===== src/rtl/fwd_hazard_ctrl.sv =====
// Forwarding-select and load-use hazard controller driven by a private shadow of the EX/MEM/WB destinations.
// Define FWD_HAZARD_PERF_EN to add saturating stall and forward activity counters.
module fwd_hazard_ctrl #(
    parameter int REG_AW = 5,
    parameter int NREAD  = 2
) (
    input  logic                    clk,
    input  logic                    arst_n,
    input  logic                    en,
    input  logic                    id_valid,
    input  logic [NREAD*REG_AW-1:0] id_rs,
    input  logic [NREAD-1:0]        id_rs_used,
    input  logic [REG_AW-1:0]       id_rd,
    input  logic                    id_reg_write,
    input  logic                    id_mem_read,
    input  logic                    flush,
    output logic                    stall,
    output logic [2*NREAD-1:0]      fwd_sel
`ifdef FWD_HAZARD_PERF_EN
    ,
    output logic [31:0]             perf_stall_cnt,
    output logic [31:0]             perf_fwd_cnt
`endif
);

    localparam logic [1:0]        SEL_RF    = 2'd0;
    localparam logic [1:0]        SEL_MEMWB = 2'd1;
    localparam logic [1:0]        SEL_EXMEM = 2'd2;
    localparam logic [REG_AW-1:0] REG_X0    = '0;

    logic              ex_valid, ex_wr, ex_ld;
    logic [REG_AW-1:0] ex_rd;
    logic              mem_valid, mem_wr, mem_ld;
    logic [REG_AW-1:0] mem_rd;
    logic              wb_valid, wb_wr;
    logic [REG_AW-1:0] wb_rd;

    logic              ex_writer, mem_writer, wb_writer;
    logic [NREAD-1:0]  ex_hit, mem_hit;
    logic              ex_bubble;
    logic [2*NREAD-1:0] fwd_next;

    // x0 is hardwired zero, so a slot targeting it never produces anything worth forwarding
    assign ex_writer  = ex_valid  & ex_wr  & (ex_rd  != REG_X0);
    assign mem_writer = mem_valid & mem_wr & (mem_rd != REG_X0);
    assign wb_writer  = wb_valid  & wb_wr  & (wb_rd  != REG_X0);

    always_comb begin
        ex_hit  = '0;
        mem_hit = '0;
        for (int i = 0; i < NREAD; i++) begin
            ex_hit[i]  = id_rs_used[i] & ex_writer  & (id_rs[i*REG_AW +: REG_AW] == ex_rd);
            mem_hit[i] = id_rs_used[i] & mem_writer & (id_rs[i*REG_AW +: REG_AW] == mem_rd);
        end
    end

    // A load still in EX has no data yet; flush overrides because the consumer is being killed anyway
    assign stall     = en & ~flush & id_valid & ex_ld & (|ex_hit);
    assign ex_bubble = flush | stall | ~id_valid;

    always_comb begin
        fwd_next = '0;
        for (int i = 0; i < NREAD; i++) begin
            fwd_next[2*i +: 2] = SEL_RF;
            if (!ex_bubble) begin
                if (ex_hit[i]) begin
                    fwd_next[2*i +: 2] = SEL_EXMEM;
                end else if (mem_hit[i]) begin
                    fwd_next[2*i +: 2] = SEL_MEMWB;
                end
            end
        end
    end

    always_ff @(posedge clk or negedge arst_n) begin
        if (!arst_n) begin
            ex_valid  <= 1'b0;
            ex_rd     <= '0;
            ex_wr     <= 1'b0;
            ex_ld     <= 1'b0;
            mem_valid <= 1'b0;
            mem_rd    <= '0;
            mem_wr    <= 1'b0;
            mem_ld    <= 1'b0;
            wb_valid  <= 1'b0;
            wb_rd     <= '0;
            wb_wr     <= 1'b0;
            fwd_sel   <= '0;
        end else if (en) begin
            wb_valid  <= mem_valid;
            wb_rd     <= mem_rd;
            wb_wr     <= mem_wr;
            mem_valid <= ex_valid;
            mem_rd    <= ex_rd;
            mem_wr    <= ex_wr;
            mem_ld    <= ex_ld;
            if (ex_bubble) begin
                ex_valid <= 1'b0;
                ex_rd    <= '0;
                ex_wr    <= 1'b0;
                ex_ld    <= 1'b0;
            end else begin
                ex_valid <= 1'b1;
                ex_rd    <= id_rd;
                ex_wr    <= id_reg_write;
                ex_ld    <= id_mem_read;
            end
            fwd_sel <= fwd_next;
        end
    end

`ifdef FWD_HAZARD_PERF_EN
    always_ff @(posedge clk or negedge arst_n) begin
        if (!arst_n) begin
            perf_stall_cnt <= '0;
            perf_fwd_cnt   <= '0;
        end else begin
            if (stall && (perf_stall_cnt != 32'hFFFF_FFFF)) begin
                perf_stall_cnt <= perf_stall_cnt + 32'd1;
            end
            if ((|fwd_sel) && (perf_fwd_cnt != 32'hFFFF_FFFF)) begin
                perf_fwd_cnt <= perf_fwd_cnt + 32'd1;
            end
        end
    end
`endif

    // An EX/MEM forward always targets a non-load, and the WB slot trails MEM by one advance
    for (genvar g = 0; g < NREAD; g++) begin : g_sel_chk
        assert property (@(posedge clk) disable iff (!arst_n) fwd_sel[2*g +: 2] != 2'd3);
        assert property (@(posedge clk) disable iff (!arst_n)
                         (fwd_sel[2*g +: 2] == SEL_EXMEM) |-> !mem_ld);
    end

    assert property (@(posedge clk) disable iff (!arst_n)
                     $past(en) |-> (wb_writer == $past(mem_writer)));

endmodule

===== config.mk =====
export PLATFORM = sky130hd
export DESIGN_NAME = fwd_hazard_ctrl
export DESIGN_NICKNAME = d
export VERILOG_FILES = /design/src/rtl/fwd_hazard_ctrl.sv
export SDC_FILE = /design/constraint.sdc
export NUM_CORES = 1
export LEC_CHECK = 0
export BUFFER_PORTS_ARGS = -buffer_cell sky130_fd_sc_hd__buf_4
export CORE_MARGIN = 4
export CORE_UTILIZATION = 45
export CTS_BUF_LIST = sky130_fd_sc_hd__clkbuf_4 sky130_fd_sc_hd__clkbuf_8
export CTS_CLUSTER_SIZE = 8
export DETAILED_ROUTE_END_ITERATION = 7
export GPL_ROUTABILITY_DRIVEN = 0
export GPL_TIMING_DRIVEN = 0
export PLACE_DENSITY = 0.75
export SYNTH_ARGS = -nofsm -noshare
export SYNTH_HDL_FRONTEND = slang
export SYNTH_SLANG_ARGS = --single-unit

===== constraint.sdc =====
create_clock -name clk -period 4.7 [get_ports clk]
set_clock_uncertainty 0.15 [all_clocks]
set_input_delay 0.705 -clock clk [delete_from_list [all_inputs] [get_ports clk]]
set_output_delay 0.705 -clock clk [all_outputs]
set_load 0.02 [all_outputs]

## Yosys cells after proc, flatten, opt, wreduce, memory -nomap -nowiden

Index checks and enable logic that the tools add are counted.

| storage, ports and cells | value |
|---|---|
| register bits after elaboration | 19 |
| bits in latches | 0 |
| RAM bits | 0 |
| memory bits (read-only) | 0 |
| input bits | 24 |
| output and inout bits | 5 |
| memories | 0 |

| operators by class | value |
|---|---|
| add/subtract/negate cells | 0 |
| $mul | 0 |
| divide/modulo/power cells | 0 |
| order comparisons | 0 |
| equal/unequal tests | 4 |
| shift operators | 0 |
| mux-type cells | 10 |
| bitwise logic cells | 20 |
| reduce and logical (&&, ||, !) cells | 3 |

Operators by type and width:

| operator | number |
|---|---|
| $eq A5 B5 Y1 | 4 |
| $and A1 B1 Y1 | 16 |
| $reduce_bool A5 Y1 | 2 |
| $mux W2 | 4 |
| $mux W1 | 5 |
| $mux W5 | 1 |
| $not A1 Y1 | 2 |
| $or A1 B1 Y1 | 2 |
| $reduce_or A2 Y1 | 1 |

## Longest topological paths before layout

Gate-level depths: netlist of the first run.

| logic depth | value |
|---|---|
| word-level depth | 9 |
| gate-level depth with buffers | 5 |

## Worst setup path after synthesis of the first run

OpenSTA, ideal clock, no wires.

| timing path | value |
|---|---|
| kind | input -> output |
| start | in id_rs[6] |
| end | out stall |
| data arrival time | 1.614 ns |
| setup slack | 2.231 ns |
| cell stages on the path | 5 |
| path buffers | 0 |
| path through | xnor2_1 > nand4_1 > o22ai_1 > nand3_1 > nor2_1 |

| between the ends | value |
|---|---|
| longest elaborated chain between the ends | 4 |

RTL lines:

| what | RTL line | source |
|---|---|---|
| start: declaration | 11 | `input logic [NREAD*REG_AW-1:0] id_rs,` |
| $eq A5 B5 Y1 | 52 | `ex_hit[i] = id_rs_used[i] & ex_writer & (id_rs[i*REG_AW +: REG_AW] == ex_rd);` |
| $and A1 B1 Y1 | 52 |  |
| $reduce_or A2 Y1 | 58 | `assign stall = en & ~flush & id_valid & ex_ld & (\|ex_hit);` |
| $and A1 B1 Y1 | 58 |  |
| end: declaration | 17 | `output logic stall,` |

Every way passes these cells.

## Worst setup path in the final report of the first run

| timing path | value |
|---|---|
| start | reg ex_rd[0] |
| end | out stall |

| between the ends | value |
|---|---|
| longest elaborated chain between the ends | 6 |

RTL lines:

| what | RTL line | source |
|---|---|---|
| start: declaration | 32 | `logic [REG_AW-1:0] ex_rd;` |
| start signal: assignment | 104 | `ex_rd <= id_rd;` |
| $reduce_bool A5 Y1 | 44 | `assign ex_writer = ex_valid & ex_wr & (ex_rd != REG_X0);` |
| $and A1 B1 Y1 | 44 |  |
| $and A1 B1 Y1 (2 in series) | 52 |  |
| $reduce_or A2 Y1 * | 58 |  |
| $and A1 B1 Y1 * | 58 |  |

Mark *: on every way between the ends. The rest lies on a longest branch, timed or not.

==> results of run 1 <==
==> final cells by class <==
cell class,count,area [um^2]
repair buffers,28,210
fillers,163,767
flip-flops and latches,19,475
clock buffers,4,30.0
multi-input cells,64,531
inverters,3,11.3
well taps,27,33.8
plain buffers,1,3.75
==> final timing paths <==
check                                start         end  slack [ns]  cells after the start
worst max-delay path              ex_rd[0]       stall        2.02                      5
worst min-delay path                arst_n  fwd_sel[2]        0.10                      1
worst max register to register    ex_rd[0]    ex_rd[4]        2.77                      4
worst min register to register  fwd_sel[0]  fwd_sel[0]        0.36                      1
max in group asynchronous           arst_n    ex_rd[4]        4.10                      1
min in group clk                fwd_sel[0]  fwd_sel[0]        0.36                      1
==> cells in the mapped netlist, drive strengths merged <==
cell    instances
inv             2
a22o            7
nor4            2
nor3            1
xor2            8
dfrtp          19
nand2           5
clkinv          1
nor2            4
a21o            1
o22ai           1
mux2            7
xnor2          12
o32ai           2
a32o            2
nand3b          1
nand4           2
o311a           1
clkbuf          1
nand3           3
or3             1
a31oi           1
and4            2
a211oi          1
==> per-layer routing <==
layer,wire length (um),vias up
li1,-,384
met1,1010,382
met2,1070,25
met3,162,7
met4,38,0
met5,0,-
==> registers in the layout, summed over array words and instances, names as in the netlist <==
| register | count |
|---|---|
| ex_ld | 1 |
| ex_rd | 5 |
| ex_valid | 1 |
| ex_wr | 1 |
| fwd_sel | 4 |
| mem_rd | 5 |
| mem_valid | 1 |
| mem_wr | 1 |
==> through the flow <==
step / hold WS (ns) / cells / setup WS (ns) / area, um^2
3_3_place_gp: 0.334 / 142 / 2.07 / 1260
2_1_floorplan: 0.259 / 87 / 2.23 / 1020
3_5_place_dp: 0.336 / 142 / 2.03 / 1260
4_1_cts: 0.117 / 146 / 2.02 / 1290
5_1_grt: 0.113 / 146 / 1.89 / 1290
6_report: 0.104 / 146 / 2.02 / 1290
==> report_power, final <==
part           switching (mW)  total (mW)  internal [mW]
logic                  0.0240      0.0578         0.0338
clock network          0.0505      0.0893         0.0389
registers              0.0125       0.185          0.172
total                  0.0870       0.332          0.245
==> cell families after synthesis <==
logic type,count (synthesis)
simple gates,21
compound gates,16
mux,7
flops,19
xor+xnor,20
buf+inv,4
==> results.md, run 1 <==
- Clk buf depth: 2
- Crit path required time: 3.85 ns
- Post CTS Setup Buffer Count: 0
- Synth Instances: 87
- TritonCTS clock tree: yes
- Fin. max-slew vios: 0
- CTS H-tree depth: 1
- Crit path largest cell delay: 0.48 ns
- Final WL: 2.28 mm
- Outcome: finished clean
- Leak pwr: 0.595 nW
- Layout cells sized above 1: 35.3%
- CP Cell Sequence: or3_1 > o311a_4 > nand3_1 > nor2_1 > buf_4
- GRT Max-Usage Layer: met2
- Crit. End Element: output pin
- Mux share of post-synthesis cell area: 7.72%
- Largest net degree at the start of global routing: 20
- Crit-path max FO: 6
- Vias in the first global route: 866
- Critical path's slowest cell: dfrtp_1
- Grt ovf: 0
- Synth top area share: 46.6%
- Period utilization: 57.1%
- DR iter-0 viols: 11
- Setup TNS: 0 ns
- Worst-skew pair later-pin latency: 0.30 ns
- Die area: 0.00309 mm^2
- XOR/XNOR share of the synthesized area: 17.2%
- Top post-synthesis cells by area: dfrtp_1 (47%), xnor2_1 (10%), mux2_2 (7.7%), xor2_1 (6.9%), a22o_1 (6.0%)
- Cts bufs inserted: 3
- Post-DP HPWL: 1.79 mm
- Initial antenna violation count: 0
- Diodes inserted: 0
- Post-Synth Simple-Gate Area: 11.2%
- Die Wd: 55.6 um
- Clock Tree Root: clkbuf_4
- I/O Buffers: 28
- Crit Path Class: reg2out
- Sequential share of the synthesized area: 46.6%
- Minimum clock period: 2.68 ns
- Combinational family with the most area after synthesis: XOR/XNOR gates
- # nets final: 144
- RSZ-0062 raised after global routing: false
- Worst Path Arrival: 1.83 ns
- GRT Util Overall: 16.0%
- Yosys warns: 0
- Post-Syn Nets: 111
- Clock slew at reported path FFs: 0.10 ns
- Most common cell after layout, fill and taps aside: buf_4
- Starting Density: 49.5%
- GR Layer Usage met1: 20.0%
- FP Rows: 16
- Rel. slew slack: 65.9%
- Residual DRC: 0
- Met3 usage in global routing: 4.18%
- Area share of fa/ha/maj cells after synthesis: 0%
- Die H: 55.6 um
- #FFs+latches synth: 19
- Syn-to-layout area delta: 26.8%
- Max-Cap Viols: 0
- CTS Hold Buffers Added: 0
- Total iterations of the first detailed-routing run: 4
- Routed WL per cell: 15.6 um
- Avg Synthesized Cell Area: 11.7 um^2
- Final hold violations: 0
- Final core occ: 62.8%
- Commonest non-fill, non-tap cells in the layout: buf_4 (28), dfrtp_1 (19), xnor2_1 (12)
- Max VDD drop: 178 uV
- Cell area power density: 256 mW/mm^2
- CP startpoint kind: flip-flop
- Final setup vio count: 0
- Worst Hold Class: in2async
- Cts repair resizes: 0
- Fmax: 372 MHz
- Met2 usage: 26.0%
- First-pass GRT wire length: 3.97 mm
- Post-synth top area cell: dfrtp_1
- # IOs: 29
- Avg Vias per Cell: 5.47
- Mapped Area: 0.00102 mm^2
- Routed via count: 798
- Core area: 0.00206 mm^2
- Worst Tran Pin Value: 0.512 ns
- Crit-path leading delay family: simple AND/OR/NAND/NOR gates
- Synth Area in Compound Gates: 15.9%
- Routed Antenna Nets: 0
- Number of distinct library cells after synthesis: 24
- Clk sinks: 19
- Worst path bufs/invs: 1
- Tot Pwr: 332 uW
Power figures use the tool's default switching activity.
==> run 2: changes to the inputs <==
--- a/config.mk
+++ b/config.mk
@@ -13,7 +13,7 @@
 export DETAILED_ROUTE_END_ITERATION = 7
 export GPL_ROUTABILITY_DRIVEN = 0
 export GPL_TIMING_DRIVEN = 0
-export PLACE_DENSITY = 0.75
+export PLACE_DENSITY = 0.77
 export SYNTH_ARGS = -nofsm -noshare
 export SYNTH_HDL_FRONTEND = slang
 export SYNTH_SLANG_ARGS = --single-unit
==> constraint.sdc (replaced) <==
create_clock -name clk -period 2.3 [get_ports clk]
set_clock_uncertainty 0.15 [all_clocks]
set_input_delay 0.345 -clock clk [delete_from_list [all_inputs] [get_ports clk]]
set_output_delay 0.345 -clock clk [all_outputs]
set_load 0.02 [all_outputs]
==> run 2 against run 1 <==
Against the previous run:
- setup slack got worse by 2.0 ns
- highest routed layer unchanged
- largest power group unchanged
- critical endpoint unchanged
- via count rose by 5.3%
- worst hold slack got worse by 0.0066 ns
==> results.md, run 2 (synthesis gave the netlist of run 1 again) <==
- Worst Setup Slack, final: 0.0346 ns
- Starting Density: 49.5%
- Switching Share: 26.0%
- Syn-to-layout area delta: 36.9%
- Routed WL per cell: 15.0 um
- Hold Path End: ex_wr
- Clock Tree Root: clkbuf_4
- GRT Max-Usage Layer: met2
- Combinational share of power: 19.7%
- # nets final: 154
- Final WL: 2.35 mm
- NetSw: 181 uW
- TritonCTS clock tree: yes
- Worst reg2reg setup slack: 0.29 ns
- HP Start: id_reg_write
- Crit-path max FO: 4
- Total iterations of the first detailed-routing run: 4
- Cells on worst reg2reg path: 5
- Clk buf depth: 2
- Fmax: 441 MHz
- Residual DRC: 0
- Die Wd: 55.6 um
- Grt ovf: 0
- Tot Pwr: 694 uW
- DP Worst Slack: 0.313 ns
- Met3 usage in global routing: 4.64%
- Final core occ: 67.8%
- Crit Path Class: reg2out
- Met2 usage: 25.0%
- DR iter-0 viols: 10
- Routed via count: 840
- Largest net degree at the start of global routing: 20
- Biggest regs: ex_rd: 5 flops, mem_rd: 5 flops, fwd_sel: 4 flops
- Worst Path Arrival: 1.77 ns
- Vias in the first global route: 823
- GRT Util Overall: 15.3%
- CP startpoint kind: flip-flop
- Worst Tran Pin Value: 0.489 ns
- Clock slew at reported path FFs: 0.11 ns
- Die area: 0.00309 mm^2
- Final hold violations: 0
- Cts bufs inserted: 3
- Post-Layout Cell Count: 156
- Worst-skew pair later-pin latency: 0.30 ns
- Die H: 55.6 um
- Period utilization: 98.5%
- Clk sinks: 19
- Internal: 514 uW
- Max-Cap Viols: 0
- CTS H-tree depth: 1
- Max VDD drop: 382 uV
- Initial antenna violation count: 0
- Crit path required time: 1.80 ns
- Most common cell after layout, fill and taps aside: buf_4
- Flop pwr share: 54.2%
- # IOs: 29
- Commonest non-fill, non-tap cells in the layout: buf_4 (36), dfrtp_1 (17), xnor2_1 (11)
- Crit. Startpoint: ex_rd[2]
- Post-Place Cells: 142
- Rel. slew slack: 67.4%
- I/O Buffers: 28
- Crit. End Element: output pin
- Post-DP HPWL: 1.81 mm
- Outcome: finished clean
- Layout cells sized above 1: 43.4%
- Avg Vias per Cell: 5.38
- Worst Hold Class: in2reg
- Core area: 0.00206 mm^2
- Routed Antenna Nets: 0
- Leak pwr: 0.649 nW
- # fillers: 165
- Minimum clock period: 2.27 ns
- GR Layer Usage met1: 19.2%
- Reg2reg end: ex_rd[1]
- Cell area power density: 497 mW/mm^2
- Fin. max-slew vios: 0
- Clock share of power: 26.1%
- Diodes inserted: 0
- First-pass GRT wire length: 3.79 mm
- Worst R2R Start: ex_rd[2]
- Setup TNS: 0 ns
- FP Rows: 16
- WHS Path Cells: 2
- Final setup vio count: 0
==> run 2: through the flow <==
step	hold slack, ns	instance area [um^2]
detailed placement	0.0797	1260
finish	0.0976	1400
global route	0.0941	1400
global placement	0.0774	1260
CTS	0.103	1330
floorplan	-0.101	1020
==> run 2: how the worst max path moves through the flow <==
stage	slack, ns	end
global route	-0.03	stall
detailed placement	0.31	stall
floorplan	0.44	stall
CTS	0.01	stall
global placement	0.34	stall
finish	0.03	stall
==> run 2: per-layer routing <==
| layer | wire, um | up-vias |
|---|---|---|
| li1 | - | 405 |
| met1 | 1050 | 408 |
| met2 | 1110 | 22 |
| met3 | 154 | 5 |
| met4 | 29 | 0 |
| met5 | 0 | - |
==> run 2: power by group through the flow <==
stage / Combinational (mW) / Clock (mW) / Sequential (mW)
after detailed placement: 0.119 / 0 / 0.384
final: 0.137 / 0.181 / 0.377
after CTS: 0.126 / 0.183 / 0.376
after global placement: 0.116 / 0 / 0.383
after global routing: 0.149 / 0.198 / 0.380
after floorplan: 0.0666 / 0 / 0.376
==> run 2: timing repair <==
action / 4_1_cts / 5_1_grt
pin swaps: 0 / 8
setup buffers: 2 / 7
gates cloned: 0 / 0
resized for setup: 1 / 5
hold buffers: 1 / 0
endpoints found under the hold margin: 19 / 0
endpoints found under the setup margin: 1 / 1
==> run 2: cell type report <==
type / instances / area [um^2] / share of cell area, %
Sequential cell: 19 / 478 / 34.2
Multi-Input combinational cell: 64 / 549 / 39.3
Tap cell: 27 / 33.8 / 2.42
Clock buffer: 4 / 30.0 / 2.15
Timing Repair Buffer: 38 / 292 / 20.9
Buffer: 1 / 3.75 / 0.269
Inverter: 3 / 11.3 / 0.806
==> run 2: critical path: stages (launching register included) <==
cell and delay, ns:
dfrtp_2 0.45, or3_4 0.38, o311a_4 0.37, nand3_1 0.08
nor2_1 0.05, buf_4 0.15
